File: config.mk
export PLATFORM = sky130hd
export DESIGN_NAME = pwm_duty_ramp
export DESIGN_NICKNAME = d
export VERILOG_FILES = /design/src/rtl/pwm_duty_ramp.sv
export SDC_FILE = /design/constraint.sdc
export NUM_CORES = 1
export LEC_CHECK = 0
export CAP_MARGIN = 10
export CORE_MARGIN = 4
export CORE_UTILIZATION = 40
export DETAILED_ROUTE_END_ITERATION = 10
export SYNTH_ARGS = -nofsm -noshare
export SYNTH_HDL_FRONTEND = slang
export SYNTH_SLANG_ARGS = --single-unit
File: constraint.sdc
create_clock -name clk -period 10.29 [get_ports clk]
set_clock_uncertainty 0.15 [all_clocks]
set_input_delay 2.5725 -clock clk [delete_from_list [all_inputs] [get_ports clk]]
set_output_delay 2.5725 -clock clk [all_outputs]
set_load 0.005 [all_outputs]
File: src/rtl/pwm_duty_ramp.sv
// pwm_duty_ramp: soft-start / soft-stop stage in front of the PWM generator.
// Forwards period and high-time to the generator. The high-time slews toward
// its target by a programmable step once per PWM period. Every change lands
// on a period boundary, so the generator never sees a mid-period glitch.
//
// Build option: define PWM_DUTY_RAMP_DIV_EN to add the ramp_div input. That
// input makes the slew steps happen only on every 2^ramp_div-th period end.
module pwm_duty_ramp #(
  parameter int WIDTH  = 16,
  parameter int STEP_W = 8
) (
  input  logic              clk,
  input  logic              rst_n,
  input  logic              start_in,
  input  logic [WIDTH-1:0]  cycles_high_tgt,
  input  logic [WIDTH-1:0]  cycles_freq_tgt,
  input  logic [STEP_W-1:0] step,
`ifdef PWM_DUTY_RAMP_DIV_EN
  input  logic [3:0]        ramp_div,
`endif
  output logic              start_out,
  output logic [WIDTH-1:0]  cycles_high_out,
  output logic [WIDTH-1:0]  cycles_freq_out,
  output logic              ramp_done,
  output logic              busy
);

  typedef enum logic [1:0] {
    S_IDLE      = 2'd0,
    S_RAMP_UP   = 2'd1,
    S_TRACK     = 2'd2,
    S_RAMP_DOWN = 2'd3
  } state_t;

  state_t            r_state;
  logic              r_start;
  logic [WIDTH-1:0]  r_high;
  logic [WIDTH-1:0]  r_freq;
  logic [WIDTH-1:0]  r_cnt;
  logic              r_done;

  // Effective target: the high-time can never exceed the period.
  logic [WIDTH-1:0]  w_tgt;
  // Slew arithmetic carries one extra bit so sums and borrows are visible.
  logic [WIDTH:0]    w_cur_x;
  logic [WIDTH:0]    w_step_x;
  logic [WIDTH:0]    w_tgt_x;
  logic [WIDTH:0]    w_sum_x;
  logic [WIDTH:0]    w_diff_x;
  logic [WIDTH:0]    w_floor_x;
  logic [WIDTH-1:0]  w_up;
  logic [WIDTH-1:0]  w_dn;
  logic [WIDTH-1:0]  w_toward;
  logic [WIDTH-1:0]  w_to_zero;
  logic              w_step_zero;
  logic              w_period_end;
  logic              w_slew_en;

  assign w_tgt       = (cycles_high_tgt < cycles_freq_tgt) ? cycles_high_tgt : cycles_freq_tgt;
  assign w_cur_x     = {1'b0, r_high};
  assign w_step_x    = {{(WIDTH + 1 - STEP_W){1'b0}}, step};
  assign w_tgt_x     = {1'b0, w_tgt};
  assign w_sum_x     = w_cur_x + w_step_x;
  assign w_diff_x    = w_cur_x - w_step_x;
  assign w_floor_x   = w_tgt_x + w_step_x;
  assign w_step_zero = (step == '0);

  // Up: min(cur+step, tgt). A zero step jumps straight to the target.
  assign w_up = (w_step_zero || (w_sum_x > w_tgt_x)) ? w_tgt : w_sum_x[WIDTH-1:0];
  // Down toward target: cur-step, never below tgt (cur-step < tgt <=> cur < tgt+step).
  assign w_dn = (w_step_zero || (w_cur_x < w_floor_x)) ? w_tgt : w_diff_x[WIDTH-1:0];
  // Tracking moves in whichever direction closes the gap.
  assign w_toward = (r_high < w_tgt) ? w_up :
                    (r_high > w_tgt) ? w_dn : r_high;
  // Soft-stop: cur-step saturated at zero; the top bit of the difference is the borrow.
  assign w_to_zero = (w_step_zero || w_diff_x[WIDTH]) ? '0 : w_diff_x[WIDTH-1:0];

  // A period of 0 or 1 clocks ends on every cycle.
  assign w_period_end = (r_freq < WIDTH'(2)) || (r_cnt == (r_freq - WIDTH'(1)));

`ifdef PWM_DUTY_RAMP_DIV_EN
  logic [15:0] r_pdiv;
  logic [15:0] w_div_mask;
  logic        w_ramp_entry;

  assign w_div_mask   = (16'd1 << ramp_div) - 16'd1;
  assign w_slew_en    = w_period_end && (r_pdiv == w_div_mask);
  assign w_ramp_entry = ((r_state == S_IDLE)      &&  start_in) ||
                        ((r_state == S_RAMP_UP)   && !start_in) ||
                        ((r_state == S_TRACK)     && !start_in) ||
                        ((r_state == S_RAMP_DOWN) &&  start_in);

  // Period-end prescaler: restarts whenever a ramp phase is entered.
  always_ff @(posedge clk or negedge rst_n) begin
    if (!rst_n) begin
      r_pdiv <= '0;
    end else if (w_ramp_entry) begin
      r_pdiv <= '0;
    end else if (w_period_end && r_start) begin
      r_pdiv <= w_slew_en ? 16'd0 : r_pdiv + 16'd1;
    end
  end
`else
  assign w_slew_en = w_period_end;
`endif

  // Ramp controller: period counter, slew updates and state transitions.
  always_ff @(posedge clk or negedge rst_n) begin
    if (!rst_n) begin
      r_state <= S_IDLE;
      r_start <= 1'b0;
      r_high  <= '0;
      r_freq  <= '0;
      r_cnt   <= '0;
      r_done  <= 1'b0;
    end else begin
      r_done <= 1'b0;
      if (r_start) begin
        r_cnt <= w_period_end ? '0 : r_cnt + WIDTH'(1);
      end
      unique case (r_state)
        S_IDLE: begin
          if (start_in) begin
            r_freq  <= cycles_freq_tgt;
            r_high  <= '0;
            r_start <= 1'b1;
            r_cnt   <= '0;
            r_state <= S_RAMP_UP;
          end
        end
        S_RAMP_UP: begin
          if (w_slew_en) begin
            r_high <= w_up;
            if (w_up == w_tgt) begin
              r_done  <= 1'b1;
              r_state <= S_TRACK;
            end
          end
          // Losing the run request overrides any completion on this cycle.
          if (!start_in) begin
            r_state <= S_RAMP_DOWN;
          end
        end
        S_TRACK: begin
          if (w_period_end) begin
            r_freq <= cycles_freq_tgt;
          end
          if (w_slew_en) begin
            r_high <= w_toward;
            if ((w_toward == w_tgt) && (r_high != w_tgt)) begin
              r_done <= 1'b1;
            end
          end
          if (!start_in) begin
            r_state <= S_RAMP_DOWN;
          end
        end
        S_RAMP_DOWN: begin
          if (w_slew_en) begin
            r_high <= w_to_zero;
            if (w_to_zero == '0) begin
              r_start <= 1'b0;
              r_cnt   <= '0;
              r_state <= S_IDLE;
            end
          end
          // Re-request resumes ramping up from the current high-time.
          if (start_in) begin
            r_start <= 1'b1;
            r_state <= S_RAMP_UP;
          end
        end
        default: r_state <= S_IDLE;
      endcase
    end
  end

  assign start_out       = r_start;
  assign cycles_high_out = r_high;
  assign cycles_freq_out = r_freq;
  assign ramp_done       = r_done;
  assign busy            = (r_state != S_IDLE);

endmodule

Word level (Yosys, flattened, before mapping)

Cells that the tools add are included.

Output and inout port bits: 35
Word-level logic and storage cells: 87
Input port bits: 43
Flip-flop bits (word level): 52

$add $sub $neg: 5
Reductions and logical operators: 15
Equality and inequality tests: 16
Multiplexer cells: 39
$lt $le $gt $ge: 6

Operators with widths:

| operator                                                     | count |
|---|---|
| 2-to-1 mux 16 bit                                            | 17 |
| case mux 16 bit (2 select lines)                             | 2 |
| case mux 16 bit (4 select lines)                             | 1 |
| == test 16 bit                                               | 3 |
| adder 16 x 8 -> 17 bit                                       | 2 |
| less-than comparator 16 bit                                  | 2 |
| greater-than comparator 17 x 16 -> 1 bit                     | 1 |
| less-than comparator 16 x 17 -> 1 bit                        | 1 |
| subtractor 16 x 8 -> 17 bit                                  | 1 |
| adder 16 x 1 -> 16 bit (second input constant)               | 1 |
| greater-than comparator 16 bit                               | 1 |
| logical NOT 16 bit                                           | 1 |
| less-than comparator 16 x 2 -> 1 bit (second input constant) | 1 |
| 2-to-1 mux 2 bit                                             | 8 |
| inequality test 16 bit                                       | 1 |
| subtractor 16 x 1 -> 16 bit (second input constant)          | 1 |
| inequality test 3 bit (second input constant)                | 4 |
| inequality test 2 bit (second input constant)                | 5 |
| logical NOT 8 bit                                            | 1 |
| 2-to-1 mux 1 bit                                             | 8 |
| case mux 2 bit (4 select lines)                              | 1 |
| AND reduction 4 bit                                          | 2 |
| AND reduction 6 bit                                          | 1 |
| nonzero test 2 bit                                           | 3 |
| other kinds (7)                                              | 12 |

Depth between registers and ports, before layout

Gate-level depths: netlist (run 1).

Depth in word-level cells: 13
Mapped depth: 33
Depth with buffers taken out: 30

Least setup slack after synthesis (run 1)

Ideal clock, no wire load.

Path type: input -> register
Start: input port cycles_freq_tgt[11]
End: register r_done (netlist: ramp_done)
Path slack: 1.381 ns
Data arrival time: 8.655 ns
Stages on the path: 30
Path through: inv_1 -> ha_1 -> and4_1 -> and2_1 -> a22oi_1 -> buf_2 -> nand4_1 -> and2_1 -> inv_1 -> ha_1 -> inv_1 -> fa_1 -> nor2b_1 -> o2111a_1 -> nor3_1 -> a21oi_1 -> o21ai_0 -> xnor2_1 -> ha_1 -> nand4_1 -> or4_1 -> o32ai_1 -> o221ai_1 -> clkbuf_1 -> nand2_1 -> o221ai_1 -> o22ai_1 -> o32ai_1 -> a2111o_1 -> o41ai_2

Longest elaborated chain between the ends: 13
Elaborated cells between the ends (all ways): 22
Those cells by class: add/sub (1); order compare (5); eq/ne (3); mux (10); reduce/logical (3)

RTL lines:

| what                                  | line | text |
|---|---|---|
| start: declaration                    | 16   | `input logic [WIDTH-1:0] cycles_freq_tgt,` |
| less-than comparator 16 bit           | 59   | `assign w_tgt = (cycles_high_tgt < cycles_freq_tgt) ? cycles_high_tgt : cycles_freq_tgt;` |
| 2-to-1 mux 16 bit *                   | 59   |  |
| adder 16 x 8 -> 17 bit                | 65   | `assign w_floor_x = w_tgt_x + w_step_x;` |
| less-than comparator 16 x 17 -> 1 bit | 71   | `assign w_dn = (w_step_zero \|\| (w_cur_x < w_floor_x)) ? w_tgt : w_diff_x[WIDTH-1:0];` |
| logical OR 1 bit                      | 71   |  |
| 2-to-1 mux 16 bit                     | 71   |  |
| 2-to-1 mux 16 bit                     | 74   | `(r_high > w_tgt) ? w_dn : r_high;` |
| 2-to-1 mux 16 bit                     | 73   | `assign w_toward = (r_high < w_tgt) ? w_up :` |
| == test 16 bit                        | 150  | `if ((w_toward == w_tgt) && (r_high != w_tgt)) begin` |
| logical AND 1 bit                     | 150  |  |
| 2-to-1 mux 1 bit                      | 150  |  |
| 2-to-1 mux 1 bit                      | 148  | `if (w_slew_en) begin` |
| case mux 1 bit (2 select lines) *     | 121  | `unique case (r_state)` |
| end signal: assignment                | 117  | `r_done <= 1'b0;` |
| end signal: assignment                | 135  | `r_done <= 1'b1;` |
| end signal: assignment                | 151  | `r_done <= 1'b1;` |
| end: declaration                      | 40   | `logic r_done;` |

Mark *: on every way between the ends. The rest lies on a longest branch, timed or not.
A chain may end at the register's enable or synchronous reset.

Final worst setup path (run 1)

Start: input port cycles_freq_tgt[9]
End: register r_high[9] (netlist: cycles_high_out[9])

Longest elaborated chain between the ends: 10
Elaborated cells between the ends (all ways): 16
Those cells by class: add/sub (1); order compare (5); mux (8); reduce/logical (2)

RTL lines:

| what                                  | line | text |
|---|---|---|
| less-than comparator 16 bit           | 59   |  |
| 2-to-1 mux 16 bit *                   | 59   |  |
| adder 16 x 8 -> 17 bit                | 65   |  |
| less-than comparator 16 x 17 -> 1 bit | 71   |  |
| logical OR 1 bit                      | 71   |  |
| 2-to-1 mux 16 bit                     | 71   |  |
| 2-to-1 mux 16 bit                     | 74   |  |
| 2-to-1 mux 16 bit                     | 73   |  |
| 2-to-1 mux 16 bit                     | 148  |  |
| case mux 16 bit (4 select lines) *    | 121  |  |
| end signal: assignment                | 133  | `r_high <= w_up;` |
| end signal: assignment                | 149  | `r_high <= w_toward;` |
| end signal: assignment                | 160  | `r_high <= w_to_zero;` |
| end: declaration                      | 37   | `logic [WIDTH-1:0] r_high;` |

Mark *: on every way between the ends. The rest lies on a longest branch, timed or not. The select of a mux whose other input is x is not followed.

==> results.cfg, run 1 <==
[synthesis]
ys_warn_count = 0
ys_ff_latch = 52
syn_inst = 1079
yosysTopAreaCellShare = 0.157
netlist_area_sq_um = 8270
syn_area_per_cell_sq_um = 7.66
synth_cell_type_count = 97
ys_seq_area_frac = 0.157
synth-main-ff-cell = dfrtp_1
synth.area.top_cells = dfrtp_1 16%, ha_1 14%, xnor2_1 4.8%
async_flop_share = 1.00
synth_top_cell_by_area = dfrtp_1
ys_top_cells_by_count = 93 x nand2_1, 92 x ha_1, 82 x nor2_1, 67 x inv_1, 65 x a21oi_1
syn_nets = 1217
synth_most_common_cell = nand2_1
synth_edf_count = 0

[power]
vdd.ir_drop.worst_mv = 0.122
p_comb_frac = 0.743
p_sw_frac = 0.557
seqPwrFrac = 0.175
clkPwrFrac = 0.082
p_int_mw = 1.10
p_leak_nw = 4.14
switchingPower_mw = 1.38
p_per_area_nw_per_um2 = 262

[die]
die_w_microns = 152
rows = 52
coreArea_sq_um = 20300
die_h_microns = 152
die-area_sq_um = 23000
io_pins = 78
initial_core_util = 0.407

[sta]
fin_ws_ps = 413
setup_violations = 0
fin_crit_sh = 0.960
finalHoldViolations = 0
maxSlewViolCount = 0
tightest_slew_ps = 1150
rsz0062_at_grt = false
max-slew-margin-rel = 0.230
period_needed_ps = 9880
fmax_mhz = 101

[detailed_routing]
drc = 0
vias_per_cell = 6.28
num_vias = 8823
drt-total-wl_mm = 33.4
drt_iter0_drc = 832
drt_pass1_iterations = 6
antenna_left = 0
wl_per_cell_microns = 23.7

[grt]
grt_use_met3 = 0.0598
top_usage_layer = met2
grt_pass1_vias = 8289
met1_usage = 0.393
grt.total_usage = 0.286
grt_first_pass_wirelength_mm = 49.8
use_met2 = 0.456
overflow = 0
grt_antenna_before_repair = 0
grt_max_degree = 53

[critical_path]
crit_required_ps = 10320
worstSetupPathType = primary input to flop
critical_path_arrival_ps = 9910
critPathBufInv = 5
worst_setup_path_start_kind = primary input
cpLargestDelayFamily = compound AO/OA/AOI/OAI gates
critPathMaxFanout = 10
end_kind = flop
slowest_delay_ps = 580
cp_slowest_cell = or4_1
r2r_slack_ps = 3910

[clocking]
clk_pin_slew_ps = 90
cts_tree = built
clk_latency_ps = 330
cts_sinks = 52
hold_buffers = 0
cts_root_buf = clkbuf_16
cts_buffers = 5
htreeDepth = 2
cts_buffer_depth = 2

[placed_design]
place.gp.congestion = 0.985
place_inst = 1397
place_area_sq_um = 9310
port_buffers = 77
hpwl_mm = 25.9
place_ws_ps = -0.642

[status]
status = finished, final reports clean

[layout]
design_area_sq_um = 9490
syn_to_final_growth_pct = 14.7
drive_above_1_share = 0.0731
diodes = 0
n_fill_cell = 2056
final_nets = 1272
finalNonFillerCells = 1405

[job]
cap_violations = 0

[worst_hold_path]
hold_class = flop to flop
state kept, by name, indices dropped and copies added, names as in the netlist:
signal           flops
r_cnt               16
cycles_freq_out     16
ramp_done            1
r_state              2
cycles_high_out     16
start_out            1
worst paths after layout:
path	start	end	depth (start not counted)
max in group asynchronous	rst_n	cycles_freq_out[1]	2
max reg2reg	cycles_high_out[4]	ramp_done	18
min in group asynchronous	rst_n	cycles_high_out[13]	2
min reg2reg	r_cnt[15]	r_cnt[15]	2
min	r_cnt[15]	r_cnt[15]	2
max	cycles_freq_tgt[9]	cycles_high_out[9]	28
stage by stage:
step	hold slack [ps]	power (mW)	TNS [ps]	utilization
detailed placement	402	2.24	-0.642	0.459
floorplan	367	1.62	0	-
global placement	389	2.24	0	0.459
CTS	425	2.46	0	0.466
finish	420	2.49	0	0.467
global route	442	2.68	0	0.467
tightest hold or removal path, cell delays in order (launching register included):
cell and delay [ps]:
dfrtp_1 380, xor2_1 80, nor2_1 80
repair_timing:
action,4_1_cts,5_1_grt
setup endpoints to repair,0,4
resized for setup,0,4
buffers inserted,0,0
cell type report:
cell class / instances / area [sq um] / area share
Clock buffer: 5 / 125 / 0.0132
Inverter: 70 / 263 / 0.0277
Multi-Input combinational cell: 905 / 6490 / 0.685
Clock inverter: 3 / 25.0 / 0.00264
Tap cell: 270 / 338 / 0.0356
Sequential cell: 52 / 1300 / 0.137
Timing Repair Buffer: 100 / 938 / 0.0989
layer usage:
layer  wire, microns  part of all wire
met5               0                 0
met4             928             0.028
met3            2990             0.089
met2           14800              0.44
met1           14700              0.44
placed cells by master (no fill, tap or decap), types with 25 or more instances in the layout:
| master | n |
|---|---|
| nor2_1 | 82 |
| nand2_1 | 93 |
| o21ai_0 | 58 |
| a21oi_1 | 64 |
| dfrtp_1 | 52 |
| nand3_1 | 30 |
| xnor2_1 | 45 |
| nor3_1 | 26 |
| ha_1 | 92 |
| clkdlybuf4s50_1 | 76 |
| a211oi_1 | 25 |
| xor2_1 | 31 |
| inv_1 | 67 |
kinds of logic (layout without fill, tap and decap cells):
logic type               count (synthesis)  count (layout)  share of synthesized area
adder cells (fa/ha/maj)                 95              95                      0.147
buffers and inverters                  122             178                     0.0618
AND/OR/NAND/NOR                        386             386                      0.250
flip-flops                              52              52                      0.157
AO/OA/AOI/OAI                          326             326                      0.275
multiplexers                            22              22                     0.0283
XOR/XNOR                                76              76                     0.0805
power groups by stage:
stage / combinational (mW) / sequential [mW] / clock (mW)
2_1_floorplan: 1.25 / 0.362 / 0
3_3_place_gp: 1.80 / 0.437 / 0
3_5_place_dp: 1.81 / 0.437 / 0
4_1_cts: 1.82 / 0.433 / 0.207
5_1_grt: 2.03 / 0.444 / 0.213
6_report: 1.85 / 0.435 / 0.203
Note: power is estimated with default switching activity, not from simulation.
==> inputs of run 2 (changes only) <==
- ABC_AREA: unset -> 1
==> run 2 against run 1 <==
Global-route usage fell by 4.3 points. Critical path type unchanged. Synthesized cell count is 11% higher. Largest cell class unchanged. Hold slack got worse by 38 ps. Via count fell by 8.5%. Die area shrank 7.1%. Final cell count is 6.2% higher. Clock power shrank 7%. First-iteration DRC count fell by 16%. Highest routed layer unchanged.
==> results.cfg, run 2 <==
[power]
p_per_area_nw_per_um2 = 262
vdd.ir_drop.worst_mv = 0.0896
p_leak_nw = 4.49

[critical_path]
end_kind = flop
worstSetupPathType = primary input to flop
cpMostUsedCell = nand2_1
slowest_delay_ps = 540
critPathMaxFanout = 27
crit_required_ps = 10390
worst_setup_path_start_kind = primary input
critical_path_arrival_ps = 9250
cp_slowest_cell = clkdlybuf4s50_1

[synthesis]
synth.area.top_cells = dfrtp_1 17%, nand2_1 15%, ha_1 15%
syn_area_per_cell_sq_um = 6.40
synth.area.mux_share = 0
ys_warn_count = 0
synth_cell_type_count = 56
syn_inst = 1195
synth-xor-area-share = 0.0962
synth-main-ff-cell = dfrtp_1
async_flop_share = 1.00
netlist_area_sq_um = 7650
ys_top_cells_by_count = 311 x nand2_1, 157 x inv_1, 112 x nor2_1, 98 x nand3_1, 92 x ha_1
synth_compound_area_frac = 0.139
synthAdderAreaFrac = 0.158
synth_top_family_by_area = simple AND/OR/NAND/NOR gates
syn_nets = 1333
ys_ff_latch = 52
yosysTopAreaCellShare = 0.170
synth_most_common_cell = nand2_1
synth_edf_count = 0
synth-simple-area-share = 0.337
ys_seq_area_frac = 0.170
synth_top_cell_by_area = dfrtp_1

[sta]
fmax_mhz = 109
maxSlewViolCount = 0
max-slew-margin-rel = 0.170
tightest_slew_ps = 1240
hold_slack_ps = 382
fin_crit_sh = 0.889
period_needed_ps = 9140
finalHoldViolations = 0
rsz0062_at_grt = false
setup_violations = 0
tns_ps = 0

[placed_design]
hpwl_mm = 20.7
port_buffers = 77
place.gp.congestion = 0.953

[detailed_routing]
drt_iter0_drc = 698
drt_pass1_iterations = 5
wl_per_cell_microns = 17.6
drc = 0
antenna_left = 0
vias_per_cell = 5.41
drt-total-wl_mm = 26.2
num_vias = 8069

[die]
coreArea_sq_um = 18800
initial_core_util = 0.408
die_h_microns = 146
io_pins = 78
die-area_sq_um = 21400
rows = 50
die_w_microns = 146

[layout]
mostFrequentLayoutCell = nand2_1
diodes = 0
final_nets = 1395
syn_to_final_growth_pct = 14.4
final_cell_mix = 311 x nand2_1, 157 x inv_1, 112 x nor2_1, 98 x nand3_1, 92 x ha_1
final_util = 0.466
drive_above_1_share = 0.0421

[clocking]
cts_tree = built
clk_pin_slew_ps = 90
cts_resized = 0
post_cts.repair.setup_buffers = 0
cts_buffers = 5
htreeDepth = 2
clk_latency_ps = 320
cts_root_buf = clkbuf_16
cts_buffer_depth = 2
cts_sinks = 52
hold_buffers = 0

[status]
status = finished, final reports clean

[grt]
grt_antenna_before_repair = 0
grt_pass1_vias = 7663
grt.total_usage = 0.244
grt_max_degree = 53
grt_first_pass_wirelength_mm = 41.8
overflow = 0

[job]
cap_violations = 0

[worst_hold_path]
hold_class = flop to flop
-- run 2: changes by cell type in the layout (fill, tap and decap cells not counted), sizes merged, moves of 32 or more --
cell	previous run	this run
inv	72	162
nor2	82	114
xor2	31	72
xnor2	45	12
nand2	94	323
nand3	31	99
-- run 2: routing by layer --
| metal | vias up | track usage | part of all wire |
|---|---|---|---|
| met1 | 3684 | 0.357 | 0.48 |
| met2 | 312 | 0.360 | 0.41 |
| met4 | 0 | 0.0837 | 0.035 |
| met5 | - | 0 | 0 |
| met3 | 58 | 0.0425 | 0.075 |
| li1 | 4015 | - | - |
-- run 2: cells by family after synthesis --
kind of cell / after synthesis
buffers and inverters: 189
xor gates and xnor gates: 84
adders and majority gates: 95
DFF: 52
and+or+nand+nor: 593
AOI/OAI and AO/OA: 182
-- run 2: where the power goes --
part	internal, mW	switching, mW	total [mW]	leakage (nW)
clock network	0.0930	0.0961	0.189	0.0719
logic	0.619	1.09	1.71	3.74
registers	0.270	0.126	0.395	0.678
-- run 2: worst max-delay path: cells and delay by family --
kind	cells	cell delay [ps]
AND/OR/NAND/NOR	17	2120
AO/OA/AOI/OAI	9	2060
buffers and inverters	6	1270
adder cells (fa/ha/maj)	3	1080
XOR/XNOR	1	90
-- run 2: through the flow --
stage	setup slack [ps]	power [mW]	cells	instance area, sq um
floorplan	2400	1.55	1195	7650
global placement	1060	2.09	1484	8600
detailed placement	1010	2.09	1484	8600
CTS	1290	2.29	1492	8750
global route	628	2.54	1492	8750
finish	1150	2.30	1492	8750
-- run 2: final cells by class --
class                      instances  area (sq um)
fill                            1999         10000
multi-input combinational        954          5590
sequential                        52          1300
timing repair buffer              82           803
inverter                         162           608
tap                              234           293
clock buffer                       5           125
clock inverter                     3          27.5
-- run 2: path summary, 6_finish.rpt --
kind,startpoint,end,slack (ps),cells past startpoint
hold / removal,r_state[1],r_state[1],380,2
min in group asynchronous,rst_n,cycles_freq_out[3],2230,2
setup reg to reg,cycles_high_out[2],r_state[1],4180,34
hold reg to reg,r_state[1],r_state[1],380,2
setup / recovery,cycles_freq_tgt[13],ramp_done,1150,36
max in group asynchronous,rst_n,cycles_high_out[12],7230,2
==> inputs of run 3 (changes only) <==
- TNS_END_PERCENT: unset -> 30
==> results of run 3 <==
Final layout, timing and power as in run 2 (identical DEF).
